**src/rtl/ifu_pkg.sv**
```systemverilog
// ifu_pkg: shared constants and types for the instruction fetch unit.
//   XLEN        address / PC width
//   ILEN        instruction width
//   INST_NOP    instruction presented while the buffer is empty (addi x0, x0, 0)
//   ifu_state_t fetch FSM states
package ifu_pkg;

  localparam int unsigned XLEN = 64;
  localparam int unsigned ILEN = 32;
  localparam logic [31:0] INST_NOP = 32'h00000013;

  typedef enum logic [0:0] {
    IFU_RUN   = 1'b0,
    IFU_DRAIN = 1'b1
  } ifu_state_t;

endpackage

```
**src/rtl/ifu_fifo.sv**
```systemverilog
// ifu_fifo: synchronous FIFO with asynchronous active-high reset and a synchronous flush.
// Ports:
//   clk_i        clock, rising edge
//   reset_i      asynchronous active-high reset, empties the FIFO
//   flush_i      empties the FIFO at the next edge; wins over push/pop
//   push_i       write push_data_i (ignored when full)
//   push_data_i  entry to write
//   pop_i        drop the head entry (ignored when empty)
//   head_o       head entry, valid while count_o != 0
//   count_o      number of stored entries
// Depth must be a power of two so the pointers wrap naturally.
module ifu_fifo #(
  parameter int unsigned Width = 64,
  parameter int unsigned Depth = 4,
  localparam int unsigned AddrW = (Depth > 1) ? $clog2(Depth) : 1
) (
  input  logic             clk_i,
  input  logic             reset_i,
  input  logic             flush_i,
  input  logic             push_i,
  input  logic [Width-1:0] push_data_i,
  input  logic             pop_i,
  output logic [Width-1:0] head_o,
  output logic [AddrW:0]   count_o
);

  localparam logic [AddrW:0] DepthCnt = Depth[AddrW:0];

  logic [Width-1:0] mem_q [Depth];
  logic [AddrW-1:0] wr_ptr_q, rd_ptr_q;
  logic [AddrW:0]   count_q, count_d;
  logic             do_push, do_pop;

  assign do_push = push_i && (count_q != DepthCnt);
  assign do_pop  = pop_i && (count_q != '0);

  always_comb begin
    count_d = count_q;
    if (flush_i) begin
      count_d = '0;
    end else if (do_push && !do_pop) begin
      count_d = count_q + (AddrW + 1)'(1);
    end else if (!do_push && do_pop) begin
      count_d = count_q - (AddrW + 1)'(1);
    end
  end

  always_ff @(posedge clk_i or posedge reset_i) begin
    if (reset_i) begin
      wr_ptr_q <= '0;
      rd_ptr_q <= '0;
      count_q  <= '0;
    end else begin
      count_q <= count_d;
      if (flush_i) begin
        wr_ptr_q <= '0;
        rd_ptr_q <= '0;
      end else begin
        if (do_push) wr_ptr_q <= wr_ptr_q + AddrW'(1);
        if (do_pop)  rd_ptr_q <= rd_ptr_q + AddrW'(1);
      end
    end
  end

  // Storage needs no reset: nothing is read until it has been written.
  always_ff @(posedge clk_i) begin
    if (do_push && !flush_i) mem_q[wr_ptr_q] <= push_data_i;
  end

  assign head_o  = mem_q[rd_ptr_q];
  assign count_o = count_q;

endmodule

```
**src/rtl/instruction_fetch_unit.sv**
```systemverilog
// instruction_fetch_unit: decoupled fetch stage. Issues sequential word-aligned fetches,
// buffers returned instructions with their PCs and hands them to the core via valid/ready.
// A redirect flushes everything buffered and drains responses still in flight.
// Ports:
//   clk, reset                        clock and asynchronous active-high reset
//   redirect_valid, redirect_pc       taken branch: flush and refetch from redirect_pc
//   imem_req_valid/addr/ready         fetch request channel
//   imem_rsp_valid/inst               in-order response channel, latency >= 1
//   inst_valid/inst/inst_pc/inst_ready  instruction hand-off to the core
//   stat_fetched, stat_flushed        saturating counters, only with IFU_STATS_EN defined
// Build option: define IFU_STATS_EN to add the statistics counters and ports.
module instruction_fetch_unit
  import ifu_pkg::*;
#(
  parameter int unsigned DEPTH    = 4,
  parameter logic [63:0] RESET_PC = 64'h0
) (
  input  logic            clk,
  input  logic            reset,
  input  logic            redirect_valid,
  input  logic [XLEN-1:0] redirect_pc,
  output logic            imem_req_valid,
  output logic [XLEN-1:0] imem_req_addr,
  input  logic            imem_req_ready,
  input  logic            imem_rsp_valid,
  input  logic [ILEN-1:0] imem_rsp_inst,
  output logic            inst_valid,
  output logic [ILEN-1:0] inst,
  output logic [XLEN-1:0] inst_pc,
  input  logic            inst_ready
`ifdef IFU_STATS_EN
  ,
  output logic [31:0]     stat_fetched,
  output logic [31:0]     stat_flushed
`endif
);

  localparam int unsigned CntW = $clog2(DEPTH) + 1;
  localparam logic [CntW:0] DepthLim = DEPTH[CntW:0];

  ifu_state_t           state_q, state_d;
  logic [XLEN-1:0]      fetch_pc_q, fetch_pc_d;
  logic [CntW-1:0]      drop_cnt_q, drop_cnt_d;
  logic [CntW-1:0]      outstanding, outstanding_d;
  logic [CntW-1:0]      pend_count, buf_count;
  logic [XLEN-1:0]      pend_pc;
  logic [XLEN+ILEN-1:0] buf_head;
  logic                 req_fire, rsp_take, inst_fire, credit_ok;
  logic                 unused_redirect_lsb;

  assign unused_redirect_lsb = ^redirect_pc[1:0];

  assign req_fire  = imem_req_valid && imem_req_ready;
  assign inst_fire = inst_valid && inst_ready;
  // A response is kept only in IFU_RUN and only if no redirect flushes it this cycle.
  assign rsp_take  = imem_rsp_valid && (state_q == IFU_RUN) && !redirect_valid;

  // The pending queue is flushed on redirect and no requests issue while draining, so
  // in-flight requests are exactly those queued plus those still to be dropped.
  assign outstanding   = pend_count + drop_cnt_q;
  assign outstanding_d = outstanding + CntW'(req_fire) - CntW'(imem_rsp_valid);
  assign credit_ok     = ({1'b0, outstanding} + {1'b0, buf_count}) < DepthLim;

  ifu_fifo #(
    .Width (XLEN),
    .Depth (DEPTH)
  ) u_pend_fifo (
    .clk_i       (clk),
    .reset_i     (reset),
    .flush_i     (redirect_valid),
    .push_i      (req_fire),
    .push_data_i (fetch_pc_q),
    .pop_i       (rsp_take),
    .head_o      (pend_pc),
    .count_o     (pend_count)
  );

  ifu_fifo #(
    .Width (XLEN + ILEN),
    .Depth (DEPTH)
  ) u_inst_fifo (
    .clk_i       (clk),
    .reset_i     (reset),
    .flush_i     (redirect_valid),
    .push_i      (rsp_take),
    .push_data_i ({pend_pc, imem_rsp_inst}),
    .pop_i       (inst_fire),
    .head_o      (buf_head),
    .count_o     (buf_count)
  );

  // State register.
  always_ff @(posedge clk or posedge reset) begin
    if (reset) begin
      state_q    <= IFU_RUN;
      drop_cnt_q <= '0;
      fetch_pc_q <= RESET_PC;
    end else begin
      state_q    <= state_d;
      drop_cnt_q <= drop_cnt_d;
      fetch_pc_q <= fetch_pc_d;
    end
  end

  // Next state.
  always_comb begin
    state_d    = state_q;
    drop_cnt_d = drop_cnt_q;
    if (redirect_valid) begin
      drop_cnt_d = outstanding_d;
      state_d    = (outstanding_d != '0) ? IFU_DRAIN : IFU_RUN;
    end else if ((state_q == IFU_DRAIN) && imem_rsp_valid) begin
      drop_cnt_d = drop_cnt_q - CntW'(1);
      if (drop_cnt_d == '0) state_d = IFU_RUN;
    end
  end

  always_comb begin
    fetch_pc_d = fetch_pc_q;
    if (redirect_valid) begin
      fetch_pc_d = {redirect_pc[XLEN-1:2], 2'b00};
    end else if (req_fire) begin
      fetch_pc_d = fetch_pc_q + 64'd4;
    end
  end

  // Outputs. Gating with reset keeps the request low while reset is held.
  always_comb begin
    imem_req_valid = !reset && (state_q == IFU_RUN) && credit_ok;
    imem_req_addr  = fetch_pc_q;
    inst_valid     = (buf_count != '0);
    inst           = inst_valid ? buf_head[ILEN-1:0] : INST_NOP;
    inst_pc        = inst_valid ? buf_head[XLEN+ILEN-1:ILEN] : '0;
  end

`ifdef IFU_STATS_EN
  logic [31:0]     stat_fetched_q, stat_flushed_q;
  logic [CntW-1:0] flushed_buf;
  logic            rsp_drop;
  logic [32:0]     flushed_sum;

  // Entries left behind by a redirect (the head transferring this cycle is not lost).
  assign flushed_buf = redirect_valid ? (buf_count - CntW'(inst_fire)) : '0;
  assign rsp_drop    = imem_rsp_valid && ((state_q == IFU_DRAIN) || redirect_valid);
  assign flushed_sum = {1'b0, stat_flushed_q} + 33'(flushed_buf) + 33'(rsp_drop);

  always_ff @(posedge clk or posedge reset) begin
    if (reset) begin
      stat_fetched_q <= '0;
      stat_flushed_q <= '0;
    end else begin
      if (inst_fire && (stat_fetched_q != 32'hFFFFFFFF)) stat_fetched_q <= stat_fetched_q + 32'd1;
      stat_flushed_q <= flushed_sum[32] ? 32'hFFFFFFFF : flushed_sum[31:0];
    end
  end

  assign stat_fetched = stat_fetched_q;
  assign stat_flushed = stat_flushed_q;
`endif

endmodule

```
**config.mk**
```make
export PLATFORM = sky130hd
export DESIGN_NAME = instruction_fetch_unit
export DESIGN_NICKNAME = d
export VERILOG_FILES = /design/src/rtl/ifu_pkg.sv /design/src/rtl/ifu_fifo.sv /design/src/rtl/instruction_fetch_unit.sv
export SDC_FILE = /design/constraint.sdc
export NUM_CORES = 1
export LEC_CHECK = 0
export BUFFER_PORTS_ARGS = -buffer_cell sky130_fd_sc_hd__buf_2
export CAP_MARGIN = 20
export CORE_ASPECT_RATIO = 0.9
export CORE_MARGIN = 2
export CORE_UTILIZATION = 50
export CTS_CLUSTER_SIZE = 8
export DETAILED_ROUTE_END_ITERATION = 8
export HOLD_SLACK_MARGIN = 0.15
export PLACE_DENSITY_LB_ADDON = 0.25
export SLEW_MARGIN = 25
export SYNTH_ARGS = -nofsm -noshare
export SYNTH_HDL_FRONTEND = slang
export SYNTH_SLANG_ARGS = --single-unit
```
**constraint.sdc**
```tcl
create_clock -name clk -period 9.2 [get_ports clk]
set_clock_uncertainty 0.2 [all_clocks]
set_input_delay 1.84 -clock clk [delete_from_list [all_inputs] [get_ports clk]]
set_output_delay 1.84 -clock clk [all_outputs]
set_load 0.02 [all_outputs]
```
==> key figures <==
Routing
  • Drt first pass iters: 5
  • Final ANT Viol Nets: 0
  • First DRT Iteration DRCs: 1305
  • WL/cell: 24.44 µm
  • Drc violations: 0
  • Routed WL: 64300 µm
  • Via count: 15120
  • Via density per instance: 5.746

Worst setup path
  • Crit-path max FO: 6
  • CP Class: flip-flop to primary output
  • CP required: 7.16 ns
  • Worst setup SP type: flip-flop
  • Worst path arrival time: 3.72 ns
  • R2r setup slk: 3.55 ns
  • Crit end category: primary output

Synth
  • Dominant cells by area after synthesis: edfxtp_1 67%, mux4_2 13%, dfrtp_1 7.1%, and2_1 2.1%, xnor2_1 1.1%
  • Yosys top cell area share: 0.6672
  • Synth Instances: 1506
  • FF+latch count, synth: 704
  • Most area-hungry cell type in the Yosys netlist: edfxtp_1
  • Post-synth EDFFs: 624
  • Sequential area share after synthesis: 0.7385
  • Post-synth ARST share: 0.1136
  • Synth Cell Area: 28090 µm²
  • Synthesized area per cell: 18.65 µm²
  • Primary FF master, synth: edfxtp_1
  • Synth Warn #: 0
  • Distinct cells, synth: 45

Clocking
  • Post-cts sizing count: 0
  • Hold Buf Count CTS: 0
  • H-tree depth: 3
  • Clock Path Buffers: 3
  • Root buffer cell: clkbuf_16
  • Setup Buffers After CTS: 0
  • CTS Buf Count: 97
  • CTS tree: built
  • Later-pin clock latency in the skew report: 0.63 ns
  • CTS Sinks: 704
  • Reg clk slew, reported paths: 0.05 ns

Floorplanning
  • Starting Density: 0.5051
  • Die Y: 228.8 µm
  • Core area: 55610 µm²
  • Die Wd: 253.8 µm
  • Die Area: 58090 µm²
  • FP Rows: 82
  • I/O pin cnt: 264

Cells and area
  • Final nets: 1930
  • Fillers: 4194
  • Layout Cells excl Fill: 2631
  • Layout area overhead: 17.77%
  • Post-route cell area: 33080 µm²
  • Share of layout cells above drive strength 1: 0.3077

Power
  • Pleak: 11.15 nW
  • Max VDD drop: 0.0001668 V
  • PwrDens: 260.8 nW/µm²

STA
  • Slew margin rel.: 0.3243
  • F_max: 173.6 MHz
  • Worst-margin pin slew: 1.014 ns
  • Setup_tns: 0 ns
  • RSZ-0062 raised after global routing: no
  • Final min period: 5.760 ns
  • Part of the cycle the worst path needs: 0.6261
  • Setup violators final: 0
  • Setup ws final: 3.440 ns
  • Final hold vios: 0
  • Slew Limit Fails: 0

Placed design
  • Worst slack at placement: 3.255 ns
  • IO buf count: 257
  • GP Congestion: 0.7987
  • Placed Cells: 2464
  • Placed inst area: 30300 µm²
  • Dpl hpwl: 38220 µm

GRT
  • Met3 usage: 0.04794
  • Initial antenna violation count: 5
  • Grt peak-use layer: met2
  • Largest net degree at the start of global routing: 61
  • Met2 Usage GRT: 0.3630
  • First-pass GRT wire length: 95940 µm
  • GRT Total Usage: 0.2251
  • Global Route met1 Usage: 0.3119
  • Vias in the first global route: 15460
  • GRT Residual Overflow: 0

Run status
  • Outcome: finished clean

Min path
  • HP Class: flip-flop to flip-flop

Run
  • MaxCap Viol Count: 0
## Yosys cell counts (2+ instances only)
library cell,instances
buf_1,17
fa_1,4
o211ai_1,5
mux2_2,5
nand2_1,71
mux2i_1,6
nor2b_1,2
nand3_1,29
nand4_1,18
buf_4,4
xnor2_1,36
nor3_1,11
nor2_1,45
edfxtp_1,624
nor4_1,17
xor2_1,6
mux4_2,157
or2_2,7
clkbuf_1,59
or4b_2,2
or4_1,27
nor3b_1,3
o21ai_0,42
and3_1,10
o31ai_1,19
and2_1,95
or3_1,14
o31a_1,2
inv_1,27
a21oi_1,4
or4_4,3
and4_1,4
ha_1,16
dfrtp_1,80
a31oi_1,25
## where the power goes
part / internal, mW / switching (mW)
clock: 1.96 / 1.26
combinational: 0.658 / 1.02
sequential: 3.58 / 0.147
## layer usage
layer | share of wire | vias to the layer above
met5 | 0.00042 | -
met4 | 0.022 | 4
met3 | 0.064 | 110
met2 | 0.49 | 501
met1 | 0.42 | 7876
li1 | - | 6626
## cells by family after synthesis
group / count (synthesis) / synth area share
buffers and inverters: 109 / 0.01537
other: 1 / 0.0001335
flip-flops: 704 / 0.7385
XOR/XNOR: 42 / 0.01310
adder cells (fa/ha/maj): 20 / 0.009979
AND/OR/NAND/NOR: 360 / 0.07057
AO/OA/AOI/OAI: 102 / 0.02236
multiplexers: 168 / 0.1300
## flip-flops by register name, indices dropped and copies added (netlist names)
| name | flops |
|---|---|
| u_pend_fifo.rd_ptr_q | 2 |
| imem_req_addr | 62 |
| u_inst_fifo.rd_ptr_q | 2 |
| u_inst_fifo.wr_ptr_q | 2 |
| u_pend_fifo.wr_ptr_q | 2 |
| u_inst_fifo.mem_q | 376 |
| u_inst_fifo.count_o | 3 |
| u_pend_fifo.mem_q | 248 |
| drop_cnt_q | 3 |
| state_q | 1 |
| u_pend_fifo.count_o | 3 |
## through the flow
step / power [mW] / hold slack, ns / util
after floorplan: 4.871 / 0.3148 / -
after global placement: 5.476 / 0.3616 / 0.5429
after detailed placement: 5.502 / 0.3708 / 0.5449
after CTS: 8.732 / 0.3757 / 0.5942
after global routing: 8.983 / 0.4209 / 0.5947
final: 8.628 / 0.3843 / 0.5948
## cells in the final DEF, fill, tap and decap left out, drive strengths merged, types with 18 or more instances in the layout
master / n
xnor2: 36
nand4: 18
nor2: 45
o21ai: 42
and2: 95
nand3: 29
buf: 281
nand2: 71
edfxtp: 624
clkbuf: 157
dfrtp: 80
inv: 32
a31oi: 26
or4: 30
o31ai: 19
mux4: 157
## critical path: stages (launching register included)
cell and delay [ns]:
dfrtp_1 0.41, ha_1 0.22, fa_1 0.38, xnor2_1 0.14, xnor2_1 0.24, ha_1 0.28, or4_4 0.58, nor3b_1 0.55
buf_2 0.28
## path summary, 6_finish.rpt
path                                   startpoint                       end  depth (start not counted)
max                                 drop_cnt_q[0]            imem_req_valid                          8
min                        u_pend_fifo.count_o[2]    u_pend_fifo.count_o[2]                          1
max reg2reg                         drop_cnt_q[0]  u_pend_fifo.mem_q[1][30]                         10
min reg2reg                u_pend_fifo.count_o[2]    u_pend_fifo.count_o[2]                          1
max in group asynchronous                   reset   u_inst_fifo.rd_ptr_q[0]                          3
min in group asynchronous                   reset         imem_req_addr[58]                          2
## cell type report
| cell class | count | area, µm² | area share |
|---|---|---|---|
| clock buffers | 157 | 2674 | 0.08084 |
| well taps | 756 | 945.9 | 0.02860 |
| clock inverters | 6 | 71.32 | 0.002156 |
| diodes | 3 | 7.507 | 0.0002270 |
| inverters | 28 | 106.4 | 0.003215 |
| multi-input cells | 696 | 6960 | 0.2104 |
| repair buffers | 281 | 1559 | 0.04713 |
| flip-flops and latches | 704 | 20750 | 0.6274 |
No activity file was read; power rests on OpenSTA's default activity.
